===== src/rtl/counter_chain_pkg.sv =====
// Shared types and helpers for the counter-chain accumulator.
//   cc_mode_e : output mode (per-beat sum or per-frame accumulate)
//   sum_w     : exact width of a0+a1+a2+a3+2*b for LENGTH-bit rows
//   sat_add   : w-bit saturating add, returns {ovf, result}
package counter_chain_pkg;

  typedef enum logic {
    CC_SUM = 1'b0,
    CC_ACC = 1'b1
  } cc_mode_e;

  // Four weight-1 rows plus one weight-2 row total at most 6*(2**L-1) < 2**(L+3).
  function automatic int unsigned sum_w(input int unsigned length);
    return length + 32'd3;
  endfunction

  // Operands are assumed to be below 2**w; w must be 1..63.
  function automatic logic [64:0] sat_add(input logic [63:0] a, input logic [63:0] b,
                                          input int unsigned w);
    logic [64:0] full;
    logic [63:0] mask;
    logic        ovf;
    full = {1'b0, a} + {1'b0, b};
    mask = (64'd1 << w) - 64'd1;
    ovf  = full[64] | ((full[63:0] & ~mask) != 64'd0);
    return {ovf, (ovf ? mask : (full[63:0] & mask))};
  endfunction

endpackage


===== src/rtl/cc_sum_stage.sv =====
// Combinational counter-chain compressor.
// Reduces four weight-1 rows and one weight-2 row to their exact sum.
//   a0..a3 : LENGTH-bit weight-1 rows
//   b      : LENGTH-bit weight-2 row
//   sum    : LENGTH+3 bit exact sum a0+a1+a2+a3+2*b
// USETNM names the placement set the compressor cells belong to.
module cc_sum_stage
  import counter_chain_pkg::*;
#(
  parameter int unsigned LENGTH = 8,
  parameter string       USETNM = "USET0"
) (
  input  logic [LENGTH-1:0]         a0,
  input  logic [LENGTH-1:0]         a1,
  input  logic [LENGTH-1:0]         a2,
  input  logic [LENGTH-1:0]         a3,
  input  logic [LENGTH-1:0]         b,
  output logic [sum_w(LENGTH)-1:0]  sum
);

  localparam int unsigned SumW = sum_w(LENGTH);

  if (USETNM == "") begin : gen_bad_uset
    $error("cc_sum_stage: USETNM must name a placement set");
  end

  logic [SumW-1:0] x0, x1, x2, x3, xb;
  logic [SumW-1:0] s1, c1, s2, c2, s3, c3;

  // 3:2 counter; carry is already shifted to its weight. The carry MSB that falls
  // off can never be set because every partial sum is bounded by the exact total.
  function automatic logic [2*SumW-1:0] csa(input logic [SumW-1:0] x, input logic [SumW-1:0] y,
                                            input logic [SumW-1:0] z);
    logic [SumW-1:0] s, c;
    s = x ^ y ^ z;
    c = ((x & y) | (x & z) | (y & z)) << 1;
    return {c, s};
  endfunction

  always_comb begin
    x0 = SumW'(a0);
    x1 = SumW'(a1);
    x2 = SumW'(a2);
    x3 = SumW'(a3);
    xb = SumW'(b) << 1;
    {c1, s1} = csa(x0, x1, x2);
    {c2, s2} = csa(s1, x3, xb);
    {c3, s3} = csa(s2, c1, c2);
    sum = s3 + c3;
  end

endmodule


===== src/rtl/counter_chain_acc.sv =====
// Streaming multi-operand accumulator.
// Each accepted beat sums a0..a3 (weight 1) and b (weight 2). In SUM mode every
// sum is forwarded; in ACC mode sums are accumulated until in_last and one total
// per frame is emitted.
//   clk, rst             : clock, synchronous active-high reset
//   in_valid/in_ready    : operand beat handshake, in_last closes a frame (ACC)
//   a0..a3, b            : operand rows
//   out_valid/out_ready  : result handshake
//   out_data             : zero-extended sum or frame total
//   out_ovf              : frame total overflowed ACC_W (ACC only)
module counter_chain_acc
  import counter_chain_pkg::*;
#(
  parameter int unsigned LENGTH = 8,
  parameter int unsigned ACC_W  = 24,
  parameter string       MODE   = "ACC",
  parameter string       SAT    = "FALSE",
  parameter string       USETNM = "USET0"
) (
  input  logic              clk,
  input  logic              rst,
  input  logic              in_valid,
  output logic              in_ready,
  input  logic              in_last,
  input  logic [LENGTH-1:0] a0,
  input  logic [LENGTH-1:0] a1,
  input  logic [LENGTH-1:0] a2,
  input  logic [LENGTH-1:0] a3,
  input  logic [LENGTH-1:0] b,
  output logic              out_valid,
  input  logic              out_ready,
  output logic [ACC_W-1:0]  out_data,
  output logic              out_ovf
);

  localparam int unsigned SumW  = sum_w(LENGTH);
  localparam cc_mode_e    Mode  = (MODE == "SUM") ? CC_SUM : CC_ACC;
  localparam bit          IsAcc = (Mode == CC_ACC);
  localparam bit          SatOn = (SAT == "TRUE");

  if (ACC_W < SumW || ACC_W > 63) begin : gen_bad_acc_w
    $error("counter_chain_acc: ACC_W must be in LENGTH+3..63");
  end
  if (MODE != "SUM" && MODE != "ACC") begin : gen_bad_mode
    $error("counter_chain_acc: MODE must be SUM or ACC");
  end
  if (SAT != "TRUE" && SAT != "FALSE") begin : gen_bad_sat
    $error("counter_chain_acc: SAT must be TRUE or FALSE");
  end

  logic [SumW-1:0]  comb_sum;
  logic [SumW-1:0]  s1_sum;
  logic             s1_last;
  logic             s1_v;
  logic             s1_go;
  logic [ACC_W-1:0] acc;
  logic             ovf_acc;
  logic [ACC_W-1:0] sum_ext;
  logic [ACC_W-1:0] wrap_sum;
  logic [64:0]      sat_full;
  logic [ACC_W-1:0] add_res;
  logic             add_carry;
  logic             unused_sat;

  cc_sum_stage #(
    .LENGTH (LENGTH),
    .USETNM (USETNM)
  ) u_sum (
    .a0  (a0),
    .a1  (a1),
    .a2  (a2),
    .a3  (a3),
    .b   (b),
    .sum (comb_sum)
  );

  // Non-last ACC beats only touch the accumulator, so they never wait on the output.
  assign s1_go    = s1_v & (~out_valid | out_ready | (IsAcc & ~s1_last));
  assign in_ready = ~s1_v | s1_go;

  assign sum_ext    = ACC_W'(s1_sum);
  assign wrap_sum   = acc + sum_ext;
  assign sat_full   = sat_add(64'(acc), 64'(sum_ext), ACC_W);
  assign add_carry  = sat_full[64];
  // Once saturated, acc is all-ones and any further add saturates again.
  assign add_res    = SatOn ? sat_full[ACC_W-1:0] : wrap_sum;
  assign unused_sat = ^sat_full[63:ACC_W];

  always_ff @(posedge clk) begin
    if (rst) begin
      s1_sum    <= '0;
      s1_last   <= 1'b0;
      s1_v      <= 1'b0;
      acc       <= '0;
      ovf_acc   <= 1'b0;
      out_valid <= 1'b0;
      out_data  <= '0;
      out_ovf   <= 1'b0;
    end else begin
      if (in_valid && in_ready) begin
        s1_sum  <= comb_sum;
        s1_last <= in_last;
        s1_v    <= 1'b1;
      end else if (s1_go) begin
        s1_v <= 1'b0;
      end

      // A result loading below in the same cycle overrides this clear.
      if (out_valid && out_ready) begin
        out_valid <= 1'b0;
      end

      if (s1_go) begin
        if (!IsAcc) begin
          out_data  <= sum_ext;
          out_ovf   <= 1'b0;
          out_valid <= 1'b1;
        end else if (!s1_last) begin
          acc     <= add_res;
          ovf_acc <= ovf_acc | add_carry;
        end else begin
          out_data  <= add_res;
          out_ovf   <= ovf_acc | add_carry;
          acc       <= '0;
          ovf_acc   <= 1'b0;
          out_valid <= 1'b1;
        end
      end
    end
  end

endmodule

===== config.mk =====
export PLATFORM = sky130hd
export DESIGN_NAME = counter_chain_acc
export DESIGN_NICKNAME = d
export VERILOG_FILES = /design/src/rtl/counter_chain_pkg.sv /design/src/rtl/cc_sum_stage.sv /design/src/rtl/counter_chain_acc.sv
export SDC_FILE = /design/constraint.sdc
export NUM_CORES = 1
export LEC_CHECK = 0
export CAP_MARGIN = 20
export CORE_ASPECT_RATIO = 1.5
export CORE_MARGIN = 3
export CORE_UTILIZATION = 43
export CTS_BUF_LIST = sky130_fd_sc_hd__clkbuf_8
export DETAILED_ROUTE_END_ITERATION = 8
export PLACE_DENSITY = 0.77
export REMOVE_ABC_BUFFERS = 1
export SYNTH_ARGS = -nofsm -noshare
export SYNTH_HDL_FRONTEND = slang
export SYNTH_SLANG_ARGS = --single-unit

===== constraint.sdc =====
create_clock -name clk -period 9.49 [get_ports clk]
set_input_delay 1.898 -clock clk [delete_from_list [all_inputs] [get_ports clk]]
set_output_delay 1.898 -clock clk [all_outputs]
set_load 0.05 [all_outputs]

==> metrics.yaml, run 1 <==
synth:
  avgSynthCellArea_um2: 8.61
  synth.area.top_cells: "dfxtp_1, fa_1, inv_1, ha_1, nand2_1"
  synth_top_area_share_pct: 31.1
  async_flop_share_pct: 0
  synth_edf_count: 0
  ys_seq_area_share_pct: 31.1
  synth_cells: 478
  netlist_area_mm2: 0.00411
  synth_ff_type: "dfxtp_1"
  synth_top_area_cell: "dfxtp_1"
  ys_warn_count: 0
  ys_types: 55
  ys_ff_latch: 64
cts:
  cts_tree: "built"
  h-tree-depth: 3
  clock-sinks: 64
  clk_pin_slew_ns: 0.06
  root_buffer: "clkbuf_8"
  postCtsHoldBufs: 0
  clkLatencyLatePin_ns: 0.35
  cts_buffer_depth: 2
  cts_resized: 0
  cts_made_buffers: 9
  post_cts_buffers: 0
layout:
  areaGrowthSynthToFinish_pct: 23.9
  fillers: 874
  diodes: 0
  fin_util_pct: 54.8
  drive_gt1_share_pct: 5.68
  final_nets: 630
global_route:
  grt.overflow.total: 0
  grt_use_total_pct: 18.2
  grt_pass1_vias: 3487
  grt_antenna_before_repair: 0
  grt_max_degree: 27
  grt_pass1_wl_um: 15700
routing:
  wire_per_inst_um: 14.5
  dr.pass1.iters: 5
  drt_iter0_markers: 179
  vias: 3571
  wl_met2_um: 5210
  highest_layer: "met4"
  wirelength_um: 9570
  dr_wl_met3_um: 448
  antenna_left: 0
  drcViolationCount: 0
  via_per_inst: 5.43
  drt-met1-wl_um: 3600
setup_path:
  r2r_setup_slack_ns: 6.86
  cpMostUsedCell: "clkdlybuf4s50_1"
  max_stage_delay_ns: 0.80
  cp_top_family: "buffers and inverters"
  crit_required_ns: 7.59
  startpoint_type: "input port"
  path_max_fanout: 4
  timing.rr.start: "s1_last"
  r2r_end: "out_data[0]"
  crit_slowest_cell: "clkdlybuf4s50_1"
  end_kind: "output port"
  r2r_cells: 6
  crit_chain: "clkdlybuf4s50_1 -> nand2b_1 -> nor2_1 -> inv_1 -> clkdlybuf4s50_1"
  worstPathArrival_ns: 3.52
  worstSetupPathType: "input port to output port"
  critPathBufInv: 3
min_path:
  holdPathEnd: "out_data[22]"
  whs_path_depth: 2
  worstHoldPathType: "register to register"
  min_from: "out_data[22]"
place:
  gp_congestion: 0.865
  pre_cts_slack_ns: 3.79
  port-buffer-count: 71
  hpwl_um: 7540
sta:
  finalCriticalPeriod_ns: 5.42
  fin_crit_sh_pct: 57.1
  rsz0062_at_grt: "false"
  slew_headroom_pct: 25.6
  clock_skew_ns: 0.00915
  slew_violations: 0
  holdWs_ns: 0.442
  fin_tns_setup_ns: 0
  tightestPinTransition_ns: 1.11
  setup_slack_ns: 4.07
  finalSetupViolations: 0
  max_clock_freq_mhz: 184
  hold_violations: 0
outcome:
  outcome: "complete, no violations"
power:
  ir_worst_vdd_uv: 126
  p_leak_nw: 2.13
  p_total_w: 0.000841
  p_per_area_mw_per_mm2: 165
die:
  core_area_mm2: 0.00931
  die_area_mm2: 0.0108
  pin_count: 72
  start_util_pct: 44.2
  fp-row-count: 43
  die_w_um: 85.9
  die_h_um: 126
job:
  cap_violations: 0
==> power by group <==
| group | internal, W | total [W] | switching (W) | leakage, nW |
|---|---|---|---|---|
| logic | 0.000133 | 0.000304 | 0.000171 | 1.50 |
| registers | 0.000289 | 0.000304 | 0.0000148 | 0.519 |
| clock network | 0.000133 | 0.000234 | 0.000101 | 0.112 |
| total | 0.000554 | 0.000841 | 0.000287 | 2.13 |
==> cells in the mapped netlist (2+ instances only) <==
cell type and instances:
nor3_1 11, xor2_1 8, a21o_1 6, a22o_1 14, nand2_1 49, inv_1 64
and3_1 5, buf_2 7, fa_1 25, o31ai_1 2, a31oi_1 7, nand4_1 5
o21ai_0 26, xnor2_1 13, a211oi_1 7, buf_1 2, a211o_1 3, nor4_1 3
o21bai_1 4, mux2i_1 4, o21ai_1 2, or3_1 4, and2_1 3, clkbuf_2 2
or4_1 2, o211ai_1 3, a32oi_1 2, and4_1 2, o31a_1 3, o21a_1 4
nand3_1 13, dfxtp_1 64, a21oi_1 35, ha_1 19, clkbuf_1 10, o21ai_2 2
nor2_1 25
==> worst min-delay path, delay by kind of cell (launching register included) <==
| family | cells | cell delay (ns) |
|---|---|---|
| AND/OR/NAND/NOR | 1 | 0.05 |
| flip-flops | 1 | 0.31 |
| AO/OA/AOI/OAI | 1 | 0.05 |
==> cells in the final DEF (no fill, tap or decap), types with 5 or more instances in the layout <==
master	Yosys	layout
a21o_1	6	6
nand4_1	5	5
clkdlybuf4s50_1	0	71
xor2_1	8	8
a22o_1	14	14
inv_1	64	66
a211oi_1	7	7
a31oi_1	7	7
clkbuf_8	0	11
dfxtp_1	64	64
nor2_1	25	25
nand3_1	13	13
nand2_1	49	49
ha_1	19	19
a21oi_1	35	35
xnor2_1	13	13
fa_1	25	25
and3_1	5	5
o21ai_0	26	26
nor3_1	11	10
==> per-stage QoR <==
step | instance area (µm²) | cells
2_1_floorplan | 4010 | 456
3_3_place_gp | 4880 | 641
3_5_place_dp | 4880 | 641
4_1_cts | 5080 | 657
5_1_grt | 5100 | 658
6_report | 5100 | 658
==> layout make-up <==
type | instances | area (µm²) | share of cell area, %
clock buffer | 11 | 151 | 2.97
clock inverter | 5 | 47.5 | 0.933
inverter | 64 | 240 | 4.71
multi-input combinational | 328 | 2500 | 49.0
sequential | 64 | 1280 | 25.1
tap | 112 | 140 | 2.75
timing repair buffer | 74 | 741 | 14.5
==> state kept, by name, summed over array words and instances, names as in the netlist <==
signal and flops:
out_data 24, acc 24, s1_v 1, ovf_acc 1
s1_sum 11, out_ovf 1, s1_last 1, out_valid 1
==> cell families (layout without fill, tap and decap cells) <==
family	count (synthesis)	after routing	synth area share [%]
AND/OR/NAND/NOR	130	130	15.2
AO/OA/AOI/OAI	129	129	22.0
buffers and inverters	86	154	8.30
flip-flops	64	64	31.1
adder cells (fa/ha/maj)	44	44	17.9
XOR/XNOR	21	21	4.47
multiplexers	4	4	0.973
==> worst max path at each step <==
stage | slack [ns] | cells after the start | from | endpoint
3_3_place_gp | 3.88 | 14 | a0[2] | s1_sum[10]
4_1_cts | 4.06 | 5 | out_ready | in_ready
2_1_floorplan | 4.51 | 13 | a0[2] | s1_sum[10]
6_report | 4.07 | 5 | out_ready | in_ready
3_5_place_dp | 3.79 | 14 | a0[3] | s1_sum[9]
5_1_grt | 3.88 | 14 | a0[3] | s1_sum[9]
==> layer usage <==
layer / up-vias / GRT usage [%]
met5: - / 0
met4: 0 / 9.04
met3: 19 / 3.86
met2: 114 / 34.0
met1: 1674 / 18.4
li1: 1764 / -
No activity file was read; power rests on OpenSTA's default activity.
==> run 2: changes to the inputs <==
--- a/config.mk
+++ b/config.mk
@@ -11,7 +11,7 @@
 export CORE_UTILIZATION = 43
 export CTS_BUF_LIST = sky130_fd_sc_hd__clkbuf_8
 export DETAILED_ROUTE_END_ITERATION = 8
-export PLACE_DENSITY = 0.77
+export PLACE_DENSITY = 0.8
 export REMOVE_ABC_BUFFERS = 1
 export SYNTH_ARGS = -nofsm -noshare
 export SYNTH_HDL_FRONTEND = slang
==> constraint.sdc (replaced) <==
create_clock -name clk -period 4.8 [get_ports clk]
set_input_delay 0.96 -clock clk [delete_from_list [all_inputs] [get_ports clk]]
set_output_delay 0.96 -clock clk [all_outputs]
set_load 0.05 [all_outputs]
==> run 2 against run 1 <==
Count of clock-buffer cells in the layout rose by 1. Sequential cell count did not move. Worst setup slack worse by 3.8 ns. Sequential share of layout area barely moved. Cell count grew 0.46%. Die area did not move. Clock power increased by 81%. Sequential power increased by 97%. Critical endpoint is now s1_sum[9]. Routed wire length decreased by 1.6%. First-iteration DRC count is 29% lower. Via count increased by 1.2%. Largest cell class unchanged. Critical path depth increased by 9.
==> metrics.yaml, run 2 (synthesis results as in run 1) <==
outcome:
  outcome: "complete, no violations"
power:
  ir_worst_vdd_uv: 170
  p_leak_nw: 2.14
  p_per_area_mw_per_mm2: 318
  p_total_w: 0.00162
setup_path:
  path_max_fanout: 2
  worstSetupPathType: "input port to register"
  worstPathArrival_ns: 4.72
  r2r_cells: 9
  startpoint_type: "input port"
  crit_required_ns: 5.03
  end_kind: "register"
sta:
  rsz0062_at_grt: "false"
  setup_slack_ns: 0.306
  fin_crit_sh_pct: 93.6
  finalCriticalPeriod_ns: 4.49
  slew_headroom_pct: 58.8
  slew_violations: 0
  max_clock_freq_mhz: 223
  finalSetupViolations: 0
  tightestPinTransition_ns: 0.603
  hold_violations: 0
  clock_skew_ns: 0.00825
min_path:
  worstHoldPathType: "register to register"
  whs_path_depth: 2
die:
  die_w_um: 85.9
  core_area_mm2: 0.00931
  die_h_um: 126
  start_util_pct: 44.2
  fp-row-count: 43
  die_area_mm2: 0.0108
  pin_count: 72
routing:
  drt_iter0_markers: 127
  dr.pass1.iters: 4
  wire_per_inst_um: 14.2
  vias: 3613
  via_per_inst: 5.47
  wirelength_um: 9420
  drcViolationCount: 0
  antenna_left: 0
global_route:
  grt_pass1_vias: 3645
  grt.overflow.total: 0
  grt_pass1_wl_um: 16000
  grt_max_degree: 27
  grt_antenna_before_repair: 0
  grt_use_total_pct: 18.5
cts:
  post_cts_buffers: 0
  clock-sinks: 64
  h-tree-depth: 3
  root_buffer: "clkbuf_8"
  clkLatencyLatePin_ns: 0.35
  cts_tree: "built"
  cts_resized: 0
  clk_pin_slew_ns: 0.06
  cts_made_buffers: 9
  cts_buffer_depth: 2
  postCtsHoldBufs: 0
place:
  pre_cts_slack_ns: -0.0575
  hpwl_um: 7620
  port-buffer-count: 71
  gp_congestion: 0.875
layout:
  areaGrowthSynthToFinish_pct: 24.0
  fin_util_pct: 54.8
  final_common_cell: "clkdlybuf4s50_1"
  layout_common_cells: "clkdlybuf4s50_1, inv_1, dfxtp_1"
  final_nets: 633
  drive_gt1_share_pct: 6.19
  diodes: 0
  reg_top3: "acc: 24 flops, out_data: 24 flops, s1_sum: 11 flops"
job:
  cap_violations: 0
==> run 2: area by class of cell <==
cell class | count | area, µm²
Fill cell | 905 | 4210
Multi-Input combinational cell | 328 | 2490
Sequential cell | 64 | 1280
Timing Repair Buffer | 77 | 763
Inverter | 64 | 240
Clock buffer | 12 | 165
Tap cell | 112 | 140
Clock inverter | 4 | 18.8
==> run 2: path summary, 6_finish.rpt <==
kind                startpoint      endpoint  slack (ns)
setup / recovery         a0[3]     s1_sum[9]        0.31
hold / removal    out_data[16]  out_data[16]        0.45
setup reg to reg     s1_sum[0]  out_data[16]        2.39
hold reg to reg   out_data[16]  out_data[16]        0.45
==> run 2: report_power, final <==
part / internal (W) / switching (W)
clock: 0.000225 / 0.000199
sequential: 0.000571 / 0.0000289
combinational: 0.000262 / 0.000335
==> run 2: worst max-delay path: stages <==
cell	delay [ns]
clkdlybuf4s50_1	0.46
inv_1	0.06
fa_1	0.54
inv_1	0.06
fa_1	0.48
inv_1	0.06
fa_1	0.52
inv_1	0.06
ha_1	0.27
a21oi_1	0.18
o21ai_0	0.15
a2111oi_0	0.59
o211ai_1	0.17
nor3b_1	0.16
==> run 2: per-layer routing <==
layer / GRT usage [%] / part of all wire, % / wire (µm) / vias up
met1: 17.3 / 36 / 3400 / 1709
met4: 11.8 / 5.1 / 484 / 0
met5: 0 / 0 / 0 / -
met3: 3.93 / 4.2 / 400 / 29
li1: - / - / - / 1766
met2: 34.8 / 54 / 5130 / 109
==> run 2: stage by stage <==
stage | hold WS, ns | cells | cell area, µm² | TNS (ns)
floorplan | 0.429 | 456 | 4010 | 0
global placement | 0.433 | 644 | 4900 | 0
detailed placement | 0.441 | 644 | 4900 | -0.0575
CTS | 0.456 | 660 | 5080 | 0
global route | 0.486 | 661 | 5100 | 0
finish | 0.449 | 661 | 5100 | 0
==> run 3: changes to the inputs <==
--- a/config.mk
+++ b/config.mk
@@ -7,11 +7,11 @@
 export LEC_CHECK = 0
 export CAP_MARGIN = 20
 export CORE_ASPECT_RATIO = 1.5
-export CORE_MARGIN = 3
-export CORE_UTILIZATION = 43
+export CORE_MARGIN = 1
+export CORE_UTILIZATION = 50
 export CTS_BUF_LIST = sky130_fd_sc_hd__clkbuf_8
 export DETAILED_ROUTE_END_ITERATION = 8
-export PLACE_DENSITY = 0.8
+export PLACE_DENSITY = 0.89
 export REMOVE_ABC_BUFFERS = 1
 export SYNTH_ARGS = -nofsm -noshare
 export SYNTH_HDL_FRONTEND = slang
==> run 3 against run 2 <==
Critical path depth is the same. Hold slack lost 0.0053 ns. Clock power shrank 8.7%. Die area shrank 20%. Non-clock buffer count shrank 1. Clock skew shrank 0.0034 ns. First-iteration DRC count grew 6.3%. Via count shrank 0.22%. Utilization grew 8.3 points. Sequential cell count is the same. Largest cell class unchanged.
==> metrics.yaml, run 3 (synthesis results as in run 1) <==
routing:
  drt_iter0_markers: 135
  drcViolationCount: 0
  wire_per_inst_um: 14.3
  via_per_inst: 5.54
  antenna_left: 0
  dr.pass1.iters: 5
  wirelength_um: 9300
  vias: 3605
layout:
  drive_gt1_share_pct: 5.49
  fin_util_pct: 63.1
  layout_common_cells: "clkdlybuf4s50_1, inv_1, dfxtp_1"
  final_common_cell: "clkdlybuf4s50_1"
  diodes: 0
  final_nets: 632
  reg_top3: "acc: 24 flops, out_data: 24 flops, s1_sum: 11 flops"
  fillers: 676
  areaGrowthSynthToFinish_pct: 22.9
die:
  fp-row-count: 40
  die_w_um: 76.1
  pin_count: 72
  start_util_pct: 51.4
  die_h_um: 113
  core_area_mm2: 0.00801
  die_area_mm2: 0.00860
power:
  seqPwrFrac_pct: 38.0
  p_per_area_mw_per_mm2: 312
  p_leak_nw: 2.12
  p_int_w: 0.00102
  p_total_w: 0.00158
  p_sw_share_pct: 35.3
  clockPowerShare_pct: 24.5
  p_switching_w: 0.000557
  ir_worst_vdd_uv: 181
  p_comb_share_pct: 37.5
global_route:
  grt_use_total_pct: 23.2
  grt.busiest_layer: "met2"
  grt.overflow.total: 0
  grt_pass1_wl_um: 15800
  use_met2_pct: 45.3
  met3_usage_pct: 5.08
  grt_pass1_vias: 3535
  globalRouteMet1Util_pct: 22.3
  grt_max_degree: 27
  grt_antenna_before_repair: 0
cts:
  clkLatencyLatePin_ns: 0.36
  clk_pin_slew_ns: 0.07
  cts_resized: 0
  cts_buffer_depth: 2
  cts_tree: "built"
  cts_made_buffers: 9
  h-tree-depth: 3
  postCtsHoldBufs: 0
  root_buffer: "clkbuf_8"
  post_cts_buffers: 0
  clock-sinks: 64
sta:
  hold_violations: 0
  finalCriticalPeriod_ns: 4.37
  slew_headroom_pct: 52.8
  fin_crit_sh_pct: 91.0
  finalSetupViolations: 0
  fin_tns_setup_ns: 0
  tightestPinTransition_ns: 0.707
  rsz0062_at_grt: "false"
  max_clock_freq_mhz: 229
  slew_violations: 0
  clock_skew_ns: 0.00483
min_path:
  worstHoldPathType: "register to register"
place:
  gp_congestion: 0.884
  hpwl_um: 7270
  port-buffer-count: 71
setup_path:
  startpoint_type: "input port"
  crit_required_ns: 5.05
  end_kind: "register"
  worstSetupPathType: "input port to register"
  max_stage_delay_ns: 0.55
  path_max_fanout: 2
  crit_chain: "clkdlybuf4s50_1 -> inv_1 -> fa_1 -> inv_1 -> fa_1 -> inv_1 -> fa_1 -> inv_1 -> ha_1 -> a21oi_1 -> o21ai_0 -> a2111oi_0 -> o211ai_1 -> nor3b_1"
  crit_slowest_cell: "fa_1"
  worstPathArrival_ns: 4.61
  cpMostUsedCell: "inv_1"
job:
  cap_violations: 0
outcome:
  outcome: "complete, no violations"
-- run 3: cell types whose count changed in the layout (fill, tap and decap cells not counted), sizes merged --
cell and change:
clkinv -2, buf -1, clkbuf -2, inv +2
-- run 3: final timing paths --
check	startpoint	to	slack [ns]	depth (start not counted)
max	a0[3]	s1_sum[9]	0.43	14
min	out_data[22]	out_data[22]	0.44	2
max reg2reg	s1_sum[0]	acc[18]	2.35	9
min reg2reg	out_data[22]	out_data[22]	0.44	2
-- run 3: layout make-up --
| cell class | instances | area (µm²) | share of cell area [%] |
|---|---|---|---|
| inverter | 64 | 240 | 4.75 |
| sequential | 64 | 1280 | 25.3 |
| clock buffer | 10 | 138 | 2.72 |
| tap | 105 | 131 | 2.60 |
| clock inverter | 4 | 16.3 | 0.322 |
| multi-input combinational | 328 | 2500 | 49.4 |
| timing repair buffer | 76 | 752 | 14.9 |
-- run 3: worst max-delay path: cells and delay by family --
family,cells,cell delay (ns)
fa+ha+maj,4,1.83
compound gates,4,0.98
buf+inv,5,0.67
simple gates,1,0.16
-- run 3: per-stage QoR --
| stage | setup WS, ns | instances | hold slack, ns | cell area [µm²] |
|---|---|---|---|---|
| 2_1_floorplan | 0.757 | 456 | 0.429 | 4010 |
| 3_3_place_gp | 0.163 | 636 | 0.431 | 4890 |
| 3_5_place_dp | 0.0143 | 636 | 0.438 | 4890 |
| 4_1_cts | 0.391 | 650 | 0.447 | 5040 |
| 5_1_grt | 0.154 | 651 | 0.466 | 5050 |
| 6_report | 0.433 | 651 | 0.443 | 5050 |
-- run 3: power by group through the flow --
stage	Sequential, W	Clock (W)	Combinational [W]
after global routing	0.000603	0.000417	0.000668
after global placement	0.000609	0	0.000569
final	0.000600	0.000387	0.000592
after CTS	0.000599	0.000390	0.000597
after floorplan	0.000614	0	0.000417
after detailed placement	0.000611	0	0.000594
-- run 3: layer usage --
metal / routed length (µm) / up-vias
met5: 0 / -
met4: 435 / 0
met3: 366 / 26
met2: 5120 / 103
met1: 3380 / 1711
li1: - / 1765
